### src/rtl/bram_arb_pkg.sv
// Shared constants and response-tag type for the BRAM bank arbiter and the BRAM controllers.
package bram_arb_pkg;

  localparam int unsigned DEF_ADDR_W       = 13;
  localparam int unsigned DEF_DATA_W       = 32;
  localparam int unsigned DEF_READ_LATENCY = 10;
  // Tag id is sized for the largest supported requester count (8).
  localparam int unsigned TAG_ID_W         = 3;

  typedef struct packed {
    logic                valid;
    logic [TAG_ID_W-1:0] id;
  } rd_tag_t;

  // Requester id width: $clog2(n), never narrower than one bit.
  function automatic int unsigned id_width(input int unsigned n);
    return (n > 1) ? $clog2(n) : 1;
  endfunction

endpackage

### src/rtl/bram_bank_arbiter_rr.sv
// Round-robin grant with pointer register; BRAM_ARB_HIPRI_EN gives requester 0 absolute priority.
module rr_arbiter
  import bram_arb_pkg::*;
#(
  parameter int unsigned NUM_REQ = 4,
  parameter int unsigned ID_W    = id_width(NUM_REQ)
) (
  input  logic               clk,
  input  logic               rst_n,
  input  logic [NUM_REQ-1:0] req,
  input  logic               accept,
  output logic [NUM_REQ-1:0] grant_c,
  output logic [ID_W-1:0]    grant_id_c
);

  logic [ID_W-1:0] rr_ptr_q, rr_ptr_d;
  logic [ID_W-1:0] idx;
  logic            found;
  logic            upd;

  // First valid requester at or after rr_ptr, wrapping.
  always_comb begin
    grant_c    = '0;
    grant_id_c = '0;
    found      = 1'b0;
    upd        = 1'b0;
    idx        = '0;
    rr_ptr_d   = rr_ptr_q;
`ifdef BRAM_ARB_HIPRI_EN
    if (req[0]) begin
      grant_c[0] = 1'b1;
      found      = 1'b1;
    end
`endif
    for (int unsigned i = 0; i < NUM_REQ; i++) begin
      idx = ID_W'((32'(rr_ptr_q) + i) % NUM_REQ);
`ifdef BRAM_ARB_HIPRI_EN
      if (!found && req[idx] && (idx != '0)) begin
`else
      if (!found && req[idx]) begin
`endif
        grant_c[idx] = 1'b1;
        grant_id_c   = idx;
        found        = 1'b1;
        upd          = 1'b1;
      end
    end
    if (accept && upd) begin
      rr_ptr_d = ID_W'((32'(grant_id_c) + 32'd1) % NUM_REQ);
    end
  end

  always_ff @(posedge clk or negedge rst_n) begin
    if (!rst_n) begin
      rr_ptr_q <= '0;
    end else begin
      rr_ptr_q <= rr_ptr_d;
    end
  end

endmodule

### src/rtl/bram_bank_arbiter.sv
// NUM_REQ-way round-robin arbiter onto one fixed-latency single-port BRAM with tagged read returns.
// Optional macro BRAM_ARB_HIPRI_EN: requester 0 gets absolute priority.
module bram_bank_arbiter
  import bram_arb_pkg::*;
#(
  parameter  int unsigned NUM_REQ      = 4,
  parameter  int unsigned ADDR_W       = DEF_ADDR_W,
  parameter  int unsigned DATA_W       = DEF_DATA_W,
  parameter  int unsigned READ_LATENCY = DEF_READ_LATENCY,
  localparam int unsigned CNT_W        = $clog2(READ_LATENCY + 2)
) (
  input  logic                      wb_clk_i,
  input  logic                      wb_rst_ni,
  input  logic [NUM_REQ-1:0]        req_valid,
  input  logic [NUM_REQ-1:0]        req_we,
  input  logic [NUM_REQ*ADDR_W-1:0] req_addr,
  input  logic [NUM_REQ*DATA_W-1:0] req_wdata,
  output logic [NUM_REQ-1:0]        req_ready,
  output logic [NUM_REQ-1:0]        rsp_valid,
  output logic [DATA_W-1:0]         rsp_rdata,
  output logic                      bram_en,
  output logic                      bram_we,
  output logic [ADDR_W-1:0]         bram_addr,
  output logic [DATA_W-1:0]         bram_wdata,
  input  logic [DATA_W-1:0]         bram_rdata,
  output logic [CNT_W-1:0]          rd_inflight
);

  localparam int unsigned ID_W  = id_width(NUM_REQ);
  localparam int unsigned DEPTH = READ_LATENCY + 1;

  logic [NUM_REQ-1:0] grant_c;
  logic [ID_W-1:0]    grant_id_c;
  logic               accept_c;
  logic               rd_issue_c;
  logic               rd_retire_c;

  logic               bram_en_q, bram_en_d;
  logic               bram_we_q, bram_we_d;
  logic [ADDR_W-1:0]  bram_addr_q, bram_addr_d;
  logic [DATA_W-1:0]  bram_wdata_q, bram_wdata_d;
  logic [NUM_REQ-1:0] rsp_valid_q, rsp_valid_d;
  logic [DATA_W-1:0]  rsp_rdata_q, rsp_rdata_d;
  logic [CNT_W-1:0]   rd_inflight_q, rd_inflight_d;
  rd_tag_t            tag_q [DEPTH];
  rd_tag_t            tag_d [DEPTH];

  rr_arbiter #(
    .NUM_REQ (NUM_REQ),
    .ID_W    (ID_W)
  ) u_rr_arbiter (
    .clk        (wb_clk_i),
    .rst_n      (wb_rst_ni),
    .req        (req_valid),
    .accept     (accept_c),
    .grant_c    (grant_c),
    .grant_id_c (grant_id_c)
  );

  // No grant while reset is held.
  assign req_ready = wb_rst_ni ? grant_c : '0;
  assign accept_c  = |(req_valid & req_ready);

  always_comb begin
    rd_issue_c   = accept_c && !req_we[grant_id_c];
    bram_en_d    = accept_c;
    bram_we_d    = accept_c && req_we[grant_id_c];
    bram_addr_d  = bram_addr_q;
    bram_wdata_d = bram_wdata_q;
    if (accept_c) begin
      bram_addr_d  = req_addr[32'(grant_id_c)*ADDR_W +: ADDR_W];
      bram_wdata_d = req_wdata[32'(grant_id_c)*DATA_W +: DATA_W];
    end
    // Tag shift register: a read's tag leaves the last stage as its data is sampled.
    tag_d[0] = '{valid: rd_issue_c, id: TAG_ID_W'(grant_id_c)};
    for (int unsigned k = 1; k < DEPTH; k++) begin
      tag_d[k] = tag_q[k-1];
    end
    rd_retire_c = tag_q[DEPTH-1].valid;
    rsp_valid_d = '0;
    if (rd_retire_c) begin
      rsp_valid_d[tag_q[DEPTH-1].id] = 1'b1;
    end
    rsp_rdata_d   = rd_retire_c ? bram_rdata : rsp_rdata_q;
    rd_inflight_d = rd_inflight_q + CNT_W'(rd_issue_c) - CNT_W'(rd_retire_c);
  end

  always_ff @(posedge wb_clk_i or negedge wb_rst_ni) begin
    if (!wb_rst_ni) begin
      bram_en_q     <= 1'b0;
      bram_we_q     <= 1'b0;
      bram_addr_q   <= '0;
      bram_wdata_q  <= '0;
      rsp_valid_q   <= '0;
      rsp_rdata_q   <= '0;
      rd_inflight_q <= '0;
      for (int unsigned k = 0; k < DEPTH; k++) begin
        tag_q[k] <= '0;
      end
    end else begin
      bram_en_q     <= bram_en_d;
      bram_we_q     <= bram_we_d;
      bram_addr_q   <= bram_addr_d;
      bram_wdata_q  <= bram_wdata_d;
      rsp_valid_q   <= rsp_valid_d;
      rsp_rdata_q   <= rsp_rdata_d;
      rd_inflight_q <= rd_inflight_d;
      for (int unsigned k = 0; k < DEPTH; k++) begin
        tag_q[k] <= tag_d[k];
      end
    end
  end

  assign bram_en     = bram_en_q;
  assign bram_we     = bram_we_q;
  assign bram_addr   = bram_addr_q;
  assign bram_wdata  = bram_wdata_q;
  assign rsp_valid   = rsp_valid_q;
  assign rsp_rdata   = rsp_rdata_q;
  assign rd_inflight = rd_inflight_q;

endmodule

### config.mk
export PLATFORM = sky130hd
export DESIGN_NAME = bram_bank_arbiter
export DESIGN_NICKNAME = d
export VERILOG_FILES = /design/src/rtl/bram_arb_pkg.sv /design/src/rtl/bram_bank_arbiter_rr.sv /design/src/rtl/bram_bank_arbiter.sv
export SDC_FILE = /design/constraint.sdc
export NUM_CORES = 1
export LEC_CHECK = 0
export CORE_ASPECT_RATIO = 0.7
export CORE_MARGIN = 2
export CORE_UTILIZATION = 40
export DETAILED_ROUTE_END_ITERATION = 8
export GPL_TIMING_DRIVEN = 0
export PLACE_DENSITY = 0.85
export SLEW_MARGIN = 40
export SYNTH_ARGS = -nofsm -noshare
export SYNTH_HDL_FRONTEND = slang
export SYNTH_SLANG_ARGS = --single-unit
### constraint.sdc
create_clock -name wb_clk_i -period 5.01 [get_ports wb_clk_i]
set_input_delay 1.002 -clock wb_clk_i [delete_from_list [all_inputs] [get_ports wb_clk_i]]
set_output_delay 1.002 -clock wb_clk_i [all_outputs]
set_load 0.05 [all_outputs]
==> Word-level counts from Yosys, hierarchy flattened <==
Cells that the tools add are included.
{ "op_classes": {"n_shift": 2, "bitwise": 4, "multipliers": 1, "n_lt_le_gt_ge": 11, "n_reduce_logical": 16, "mux": 34, "add_sub_neg": 6} }
{ "ops": {"columns": ["operator", "n"], "rows": [
  ["128-bit by 8-bit variable part select with 32-bit output", 1],
  ["52-bit by 7-bit variable part select with 13-bit output", 1],
  ["4-bit two-way mux", 6],
  ["2-bit by 3-bit < comparator with 1-bit output, second input constant", 6],
  ["1-bit two-way mux", 14],
  ["4-bit OR", 3],
  ["1-bit logical AND", 11],
  ["1-bit binary-select mux with 2-bit select", 5],
  ["1-bit demux with 2-bit select", 5],
  ["2-bit by 1-bit >= comparator with 1-bit output, second input constant", 5],
  ["2-bit two-way mux", 4],
  ["2-bit by 4-bit multiplier with 6-bit output, second input constant", 1],
  ["2-bit by 1-bit adder with 2-bit output, second input constant", 2],
  ["2-bit adder, second input constant", 2],
  ["4-bit by 1-bit adder with 4-bit output", 1],
  ["4-bit bitwise AND", 1],
  ["1-bit zero test", 4],
  ["4-bit OR reduction", 1],
  ["4-bit by 1-bit subtractor with 4-bit output", 1]
]} }
{ "word_totals": {"reg_bits": 122, "inputBits": 222, "elab_cells": 104} }

==> Logic depth before layout (Yosys ltp) <==
Gate-level depths: netlist (run 1).
{ "depth": {"depth_word": 18, "ltp_mapped": 18, "ltp_nobuf": 14} }

==> By module <==
A second synthesis (run 1) with hierarchy kept.
{ "unflattened": {"hier_cells": 342, "hier_area_um2": 5959.5} }
{ "modules_own_cells": {"columns": ["mod", "area_each_um2", "cells_each", "n_inst"], "rows": [
  ["bram_bank_arbiter", 5462.7, 291, 1],
  ["rr_arbiter", 496.7, 51, 1]
]} }

==> Least setup slack after synthesis (run 1) <==
Ideal clock, no wire load.
{ "synth_path": {"path_kind": "reg2out", "startpoint": "register u_rr_arbiter.rr_ptr_q[0]", "endpoint": "output req_ready[3]", "slack_ps": 678, "stages_incl_launch_ff": 10, "n_path_buf": 3, "arrival_time_ps": 3330, "path_cell_list": "dfrtp_1 buf_6 buf_2 inv_1 ha_1 buf_1 mux4_2 and3b_1 o22ai_1 a21boi_0"} }
{ "synth_via": {"elab_chain_cells": 13, "word_cells_on_any_way": 48, "cone_classes": "3 x add/sub; 8 x order compare; 24 x mux; 3 x bitwise; 10 x reduce/logical"} }
{ "synth_lines": {"columns": ["element", "line", "source"], "rows": [
  ["start: declaration", "bram_bank_arbiter_rr.sv:16", "logic [ID_W-1:0] rr_ptr_q, rr_ptr_d;"],
  ["start signal: assignment", "bram_bank_arbiter_rr.sv:57", "rr_ptr_q <= rr_ptr_d;"],
  ["branches (longest 11 deep; another with 2-bit by 3-bit < comparator with 1-bit output)", null, null],
  ["4-bit two-way mux *", "bram_bank_arbiter_rr.sv:40", "if (!found && req[idx]) begin"],
  ["4-bit two-way mux *", "bram_bank_arbiter.sv:61", "assign req_ready = wb_rst_ni ? grant_c : '0;"],
  ["end: declaration", "bram_bank_arbiter.sv:18", "output logic [NUM_REQ-1:0] req_ready,"]
]} }
Mark *: on every way between the ends. The select of a mux whose other input is x is not followed.

==> Worst setup path after layout (run 1) <==
{ "layout_path": {"startpoint": "input req_valid[2]", "endpoint": "register rd_inflight_q[2] (netlist: rd_inflight[2])"} }
{ "layout_via": {"elab_chain_cells": 18, "word_cells_on_any_way": 37, "cone_classes": "2 x add/sub; 22 x mux; 4 x bitwise; 9 x reduce/logical"} }
{ "layout_lines": {"columns": ["element", "line", "source"], "rows": [
  ["start: declaration", "bram_bank_arbiter.sv:14", "input logic [NUM_REQ-1:0] req_valid,"],
  ["1-bit binary-select mux with 2-bit select", "bram_bank_arbiter_rr.sv:40", null],
  ["1-bit two-way mux (implied by the code)", "bram_bank_arbiter_rr.sv:40", null],
  ["1-bit two-way mux", "bram_bank_arbiter_rr.sv:40", null],
  ["1-bit zero test", "bram_bank_arbiter_rr.sv:40", null],
  ["1-bit logical AND", "bram_bank_arbiter_rr.sv:40", null],
  ["1-bit two-way mux", "bram_bank_arbiter_rr.sv:40", null],
  ["1-bit zero test", "bram_bank_arbiter_rr.sv:40", null],
  ["1-bit logical AND", "bram_bank_arbiter_rr.sv:40", null],
  ["[3 not listed]", null, null],
  ["4-bit two-way mux / 2-bit two-way mux (equally long branches)", "bram_bank_arbiter_rr.sv:40", null],
  ["4-bit two-way mux / 1-bit binary-select mux with 2-bit select (equally long branches)", "bram_bank_arbiter.sv:61, bram_bank_arbiter.sv:65", null],
  ["4-bit bitwise AND / 1-bit two-way mux (equally long branches)", "bram_bank_arbiter.sv:62, bram_bank_arbiter.sv:65", null],
  ["4-bit OR reduction / 1-bit zero test (equally long branches)", "bram_bank_arbiter.sv:62, bram_bank_arbiter.sv:65", null],
  ["1-bit logical AND *", "bram_bank_arbiter.sv:65", "rd_issue_c = accept_c && !req_we[grant_id_c];"],
  ["4-bit by 1-bit adder with 4-bit output *", "bram_bank_arbiter.sv:85", "rd_inflight_d = rd_inflight_q + CNT_W'(rd_issue_c) - CNT_W'(rd_retire_c);"],
  ["4-bit by 1-bit subtractor with 4-bit output *", "bram_bank_arbiter.sv:85", null],
  ["net rd_inflight_d[2]", "bram_bank_arbiter.sv:44", "logic [CNT_W-1:0] rd_inflight_q, rd_inflight_d;"],
  ["end signal: assignment", "bram_bank_arbiter.sv:107", "rd_inflight_q <= rd_inflight_d;"],
  ["end: declaration", "bram_bank_arbiter.sv:44", null]
]} }
The timed path passes the listed nets; every way through them passes the cells marked *. The select of a mux whose other input is x is not followed.
A chain may end at the register's enable or synchronous reset.

==> results.sh, run 1 <==
export IMPL_synthCells=385
export IMPL_antenna_found_initial=1
export IMPL_synthToLayoutAreaGrowth_pct=66.0
export IMPL_ys_types=44
export IMPL_finalPower_mw=7.49
export IMPL_syn_area_per_cell_um2=15.6
export IMPL_die_w_um=151
export IMPL_grt_pass1_vias=5087
export IMPL_synth_top_cells_by_count="122 x dfrtp_1, 80 x mux2_2, 49 x mux4_2"
export IMPL_worstSetupPathType="in -> reg"
export IMPL_peakVddDrop_mv=0.362
export IMPL_finalClockSkew_ns=0.00862
export IMPL_pin_count=313
export IMPL_seq_area_frac_synth_pct=50.7
export IMPL_crit_path_start_kind="primary input"
export IMPL_r2r_start="u_rr_arbiter.rr_ptr_q[0]$_DFFE_PN0P_"
export IMPL_synth_top_cell_by_area="dfrtp_1"
export IMPL_placed_cells=893
export IMPL_grtUsageTotal_pct=22.9
export IMPL_period_needed_ns=4.85
export IMPL_instances_no_fill=927
export IMPL_placed_area_mm2=0.00942
export IMPL_synth_top_area_share_pct=50.7
export IMPL_report_final_slew_viol_count=0
export IMPL_dieArea_mm2=0.0161
export IMPL_cpPeakStageDelay_ns=0.50
export IMPL_overflow=0
export IMPL_cts_tree="built"
export IMPL_crit_buf_inv=5
export IMPL_wl_per_cell_um=19.6
export IMPL_clkTransAtPathRegs_ns=0.06
export IMPL_rrSetupSlack_ns=0.31
export IMPL_rows=37
export IMPL_cts_inserted_buffers=17
export IMPL_grt_pass1_wl_um=27500
export IMPL_first_pass_iters=4
export IMPL_fin_crit_sh_pct=96.9
export IMPL_initial_core_util_pct=40.9
export IMPL_placement_io_buffers=312
export IMPL_synth_edf_count=0
export IMPL_r2r_end="rd_inflight[2]$_DFF_PN0_"
export IMPL_cp_num_cells=15
export IMPL_grt_max_degree=78
export IMPL_crit_slowest_cell="clkdlybuf4s50_1"
export IMPL_fmax_mhz=206
export IMPL_setup_worst_path_end="rd_inflight[2]$_DFF_PN0_"
export IMPL_crit_chain="clkdlybuf4s50_1, buf_1, nand3b_1, a2111oi_4, a31o_4, o22a_1, buf_2, mux4_2, or2_2, ha_1, inv_1, ha_1, inv_1, fa_1, xnor2_1"
export IMPL_core_area_mm2=0.0147
export IMPL_critical_path_required_ns=5.29
export IMPL_cts_root_buffer="clkbuf_16"
export IMPL_yosys_warnings=0
export IMPL_crit_path_end_kind="flip-flop"
export IMPL_max_slew_margin_rel_pct=59.1
export IMPL_stdcell_area_mm2=0.00999
export IMPL_die_y_um=107
export IMPL_clock_sinks=122
export IMPL_post_dp_hpwl_um=14600
export IMPL_outcome="finished, final reports clean"
export IMPL_h_tree_depth=4
export IMPL_async_reset_ff_share_pct=100
export IMPL_cp_max_fo=10
export IMPL_synth_area_mm2=0.00602
export IMPL_nets=953
export IMPL_final_hold_viol_count=0
export IMPL_pwr_density_cell_mw_per_mm2=749
export IMPL_vias=4696
export IMPL_nFillCells=1027
export IMPL_yosys_register_bits=122
export IMPL_cts_path_max_buffers=2
export IMPL_synth_most_common_cell="dfrtp_1"
export IMPL_worst_pin_slew_ns=0.614
export IMPL_grt_setup_unrepaired="false"
export IMPL_startpoint="req_valid[2]"
export IMPL_setup_viol=0
export IMPL_synthTopCellsByArea="dfrtp_1 51%, mux4_2 18%, mux2_2 15%, ha_1 2.5%, mux2i_1 1.3%"
export IMPL_drc=0
export IMPL_fin_hold_ws_ns=0.344
export IMPL_p_leak_nw=4.09
export IMPL_drv_cap=0
export IMPL_antenna_left=0
export IMPL_routed_wl_um=18200
export IMPL_dominantRegCellSynth="dfrtp_1"
export IMPL_reg2reg_depth=17
export IMPL_syn_num_nets=620
export IMPL_cpLargestDelayFamily="buffers and inverters"
export IMPL_clkLatencyLatePin_ns=0.40
export IMPL_arrival_ns=5.13
export IMPL_avgViaCountPerCell=5.07
export IMPL_post_route_util_pct=67.9
export IMPL_place_congestion=0.819
export IMPL_drt_iter0_drc=260
export IMPL_hold_class="reg -> reg"
export IMPL_layout_drive_gt1_share_pct=25.9
[metal layers]
metal  wire [um]  GRT usage [%]
met4         292           6.48
met3        1730           7.06
met5           0              0
met1        6990           28.7
met2        9150           38.7
[cell families after synthesis]
kind of cell | Yosys count | synth area share [%]
multiplexers | 137 | 34.6
AND/OR/NAND/NOR | 41 | 3.66
flip-flops | 122 | 50.7
XOR/XNOR | 4 | 0.582
buffers and inverters | 40 | 3.47
AO/OA/AOI/OAI | 28 | 4.12
adder cells (fa/ha/maj) | 13 | 2.83
[cell type report]
cell class | count | area, um^2 | share of cell area [%]
Sequential cell | 122 | 3050 | 30.5
Buffer | 27 | 163 | 1.63
Inverter | 13 | 48.8 | 0.488
Antenna cell | 1 | 2.50 | 0.0250
Clock buffer | 17 | 425 | 4.26
Clock inverter | 15 | 133 | 1.33
Timing Repair Buffer | 314 | 3160 | 31.6
Tap cell | 195 | 244 | 2.44
Multi-Input combinational cell | 223 | 2770 | 27.7
[what timing repair did]
item                       in CTS  in global routing
setup endpoints to repair       4                  5
pin swaps                       0                  1
hold buffers                    0                  0
resized for setup               4                  5
buffers inserted                0                  1
[through the flow]
| step | setup TNS [ns] | setup WS [ns] |
|---|---|---|
| floorplan | 0 | 0.678 |
| global placement | -337.97 | -3.41 |
| detailed placement | -0.910 | -0.348 |
| CTS | 0 | 0.0446 |
| global route | 0 | 0.000338 |
| finish | 0 | 0.157 |
[sequential cells by signal, summed over array words and instances, names as in the netlist]
register               flops
bram_addr                 13
bram_en                    1
bram_wdata                32
bram_we                    1
rd_inflight                4
rd_retire_c                1
rsp_rdata                 32
rsp_valid                  4
tag_d                     30
tag_q                      2
u_rr_arbiter.rr_ptr_q      2
[where the power goes]
group	total [mW]	internal, mW	switching, mW
clock	1.13	0.651	0.477
sequential	1.70	1.47	0.230
combinational	4.66	2.08	2.58
total	7.49	4.20	3.29
[worst min-delay path by stage]
stage,startpoint,to,cells past startpoint,slack [ns]
final,tag_d[11]$_DFF_PN0_,tag_d[7]$_DFF_PN0_,0,0.34
after global routing,tag_d[12]$_DFF_PN0_,tag_d[8]$_DFF_PN0_,0,0.35
after CTS,tag_d[28]$_DFF_PN0_,tag_d[24]$_DFF_PN0_,0,0.35
after detailed placement,tag_d[16]$_DFF_PN0_,tag_d[12]$_DFF_PN0_,0,0.33
after global placement,tag_d[15]$_DFF_PN0_,tag_d[11]$_DFF_PN0_,0,0.33
after floorplan,tag_d[3]$_DFF_PN0_,rd_retire_c$_DFF_PN0_,0,0.33
[placed cells by master, fill, tap and decap left out, types with 5 or more instances in the layout]
cell type,netlist,routed
clkbuf_16,0,17
nor2_1,6,6
clkdlybuf4s50_1,0,308
inv_6,0,5
dfrtp_1,122,122
nor2b_1,6,6
inv_1,13,13
buf_2,8,9
nand2_1,12,12
buf_4,5,6
mux4_2,49,49
mux2i_1,8,8
ha_1,12,12
mux2_2,80,80
Note: power is estimated with default switching activity, not from simulation.
==> inputs of run 2 (changes only) <==
--- a/config.mk
+++ b/config.mk
@@ -6,7 +6,6 @@
 export NUM_CORES = 1
 export LEC_CHECK = 0
 export CORE_ASPECT_RATIO = 0.7
-export CORE_MARGIN = 2
 export CORE_UTILIZATION = 40
 export DETAILED_ROUTE_END_ITERATION = 8
 export GPL_TIMING_DRIVEN = 0
==> run 2 against run 1 <==
  * The run now ends with design-rule violations left
  * Clock power about the same
  * First-iteration DRC count decreased by 3.5%
  * Combinational power is essentially flat
  * Critical path type is now reg -> out
  * Critical endpoint is now req_ready[0]
==> results.sh, run 2 (same netlist as run 1, synthesis figures left out) <==
export IMPL_dieArea_mm2=0.0156
export IMPL_overflow=0
export IMPL_grt_pass1_wl_um=27900
export IMPL_layout_drive_gt1_share_pct=25.7
export IMPL_crit_path_end_kind="output port"
export IMPL_antenna_left=0
export IMPL_critical_path_required_ns=4.01
export IMPL_switchingPower_mw=3.28
export IMPL_avgViaCountPerCell=5.13
export IMPL_post_dp_hpwl_um=14600
export IMPL_rows=37
export IMPL_vias=4746
export IMPL_hold_class="reg -> reg"
export IMPL_peakVddDrop_mv=0.464
export IMPL_fin_hold_ws_ns=0.345
export IMPL_drc=2
export IMPL_grt_pass1_vias=5118
export IMPL_drv_cap=0
export IMPL_cts_inserted_buffers=17
export IMPL_n_antenna_cell=0
export IMPL_clock_sinks=122
export IMPL_p_leak_nw=4.07
export IMPL_placement_io_buffers=312
export IMPL_worst_pin_slew_ns=0.624
export IMPL_outcome="finished with violations"
export IMPL_final_common_cell="clkdlybuf4s50_1"
export IMPL_report_final_slew_viol_count=0
export IMPL_placed_cells=893
export IMPL_place_congestion=0.919
export IMPL_power_share_combinational_pct=62.0
export IMPL_p_clk_share_pct=15.3
export IMPL_period_needed_ns=4.80
export IMPL_core_area_mm2=0.0147
export IMPL_seq_area_mm2=0.00305
export IMPL_antenna_found_initial=1
export IMPL_crit_path_start_kind="flip-flop"
export IMPL_h_tree_depth=4
export IMPL_nFillCells=1044
export IMPL_pin_count=313
export IMPL_wl_per_cell_um=19.7
export IMPL_synthToLayoutAreaGrowth_pct=66.2
export IMPL_grt_max_degree=84
export IMPL_grtUsageTotal_pct=24.2
export IMPL_max_slew_margin_rel_pct=58.4
export IMPL_instances_no_fill=926
export IMPL_finalClockSkew_ns=0.00913
export IMPL_nets=953
export IMPL_violations="design-rule violations"
export IMPL_fmax_mhz=209
export IMPL_cts_path_max_buffers=2
export IMPL_drt_iter0_drc=251
export IMPL_die_w_um=149
export IMPL_cp_max_fo=10
export IMPL_routed_wl_um=18200
export IMPL_grt_setup_unrepaired="false"
export IMPL_pwr_share_seq_pct=22.7
export IMPL_mostFrequentLayoutCells="308 x clkdlybuf4s50_1, 122 x dfrtp_1, 80 x mux2_2"
export IMPL_arrival_ns=3.79
export IMPL_die_y_um=105
export IMPL_first_pass_iters=8
export IMPL_clkTransAtPathRegs_ns=0.06
export IMPL_clkLatencyLatePin_ns=0.40
export IMPL_fin_crit_sh_pct=95.7
export IMPL_min_path_cells=0
export IMPL_final_hold_viol_count=0
export IMPL_multiInputGateArea_mm2=0.00277
export IMPL_cts_tree="built"
export IMPL_setup_viol=0
export IMPL_p_int_mw=4.24
export IMPL_cts_root_buffer="clkbuf_16"
export IMPL_switching_share_pct=43.6
export IMPL_reg2reg_depth=17
export IMPL_pwr_density_cell_mw_per_mm2=751
export IMPL_worstSetupPathType="reg -> out"
export IMPL_initial_core_util_pct=41.0
run 2: area by class of cell:
cell class | count | area share, %
Multi-Input combinational cell | 223 | 27.7
Inverter | 13 | 0.488
Timing Repair Buffer | 314 | 31.6
Clock buffer | 18 | 4.29
Clock inverter | 14 | 1.39
Tap cell | 195 | 2.44
Sequential cell | 122 | 30.5
Buffer | 27 | 1.63
run 2: path summary, 6_finish.rpt:
check,endpoint,startpoint,slack [ns]
worst min-delay path,tag_d[15]$_DFF_PN0_,tag_d[19]$_DFF_PN0_,0.34
worst min register to register,tag_d[15]$_DFF_PN0_,tag_d[19]$_DFF_PN0_,0.34
max in group asynchronous,tag_d[28]$_DFF_PN0_,wb_rst_ni,3.80
worst max-delay path,req_ready[0],u_rr_arbiter.rr_ptr_q[0]$_DFFE_PN0P_,0.21
min in group asynchronous,rsp_rdata[28]$_DFFE_PN0P_,wb_rst_ni,0.49
worst max register to register,rd_inflight[1]$_DFF_PN0_,u_rr_arbiter.rr_ptr_q[0]$_DFFE_PN0P_,0.28
run 2: power by group through the flow:
stage / clock network (mW) / logic (mW) / registers [mW]
after floorplan: 0 / 2.05 / 2.90
after global placement: 0 / 4.61 / 1.70
after detailed placement: 0 / 4.69 / 1.73
after CTS: 1.18 / 4.70 / 1.72
after global routing: 1.22 / 4.92 / 1.77
final: 1.15 / 4.66 / 1.71
run 2: per-layer routing:
layer | wire (um) | up-vias | track usage (%)
li1 | - | 2120 | -
met1 | 7150 | 2365 | 30.2
met2 | 9180 | 242 | 40.7
met3 | 1640 | 17 | 7.34
met4 | 237 | 2 | 6.63
met5 | 13 | - | 0
run 2: per-stage QoR:
stage               area (um^2)  util, %  setup WS, ns  total power, mW  TNS, ns
floorplan                  6020        -         0.678             4.95        0
global placement           9390     64.0         -3.41             6.30  -334.60
detailed placement         9420     64.2        -0.296             6.41   -0.744
CTS                        9990     68.1        0.0449             7.59        0
global route              10000     68.2       0.00870             7.91        0
finish                    10000     68.2         0.215             7.52        0
run 2: what timing repair did:
action                                  in CTS  in global routing
hold buffers                                 0                  0
endpoints found under the setup margin       6                  5
resized for setup                            4                  4
buffers inserted                             0                  1
gates cloned                                 0                  0
pin swaps                                    0                  1
run 2: worst max-delay path, stage by stage, from the launching register on:
cell and delay [ns]:
dfrtp_1 0.45, buf_6 0.19, buf_2 0.25, inv_1 0.15, ha_1 0.42, buf_2 0.25
mux2_2 0.37, a211oi_1 0.31, o21ai_0 0.15, and2_1 0.17, clkdlybuf4s50_1 0.69
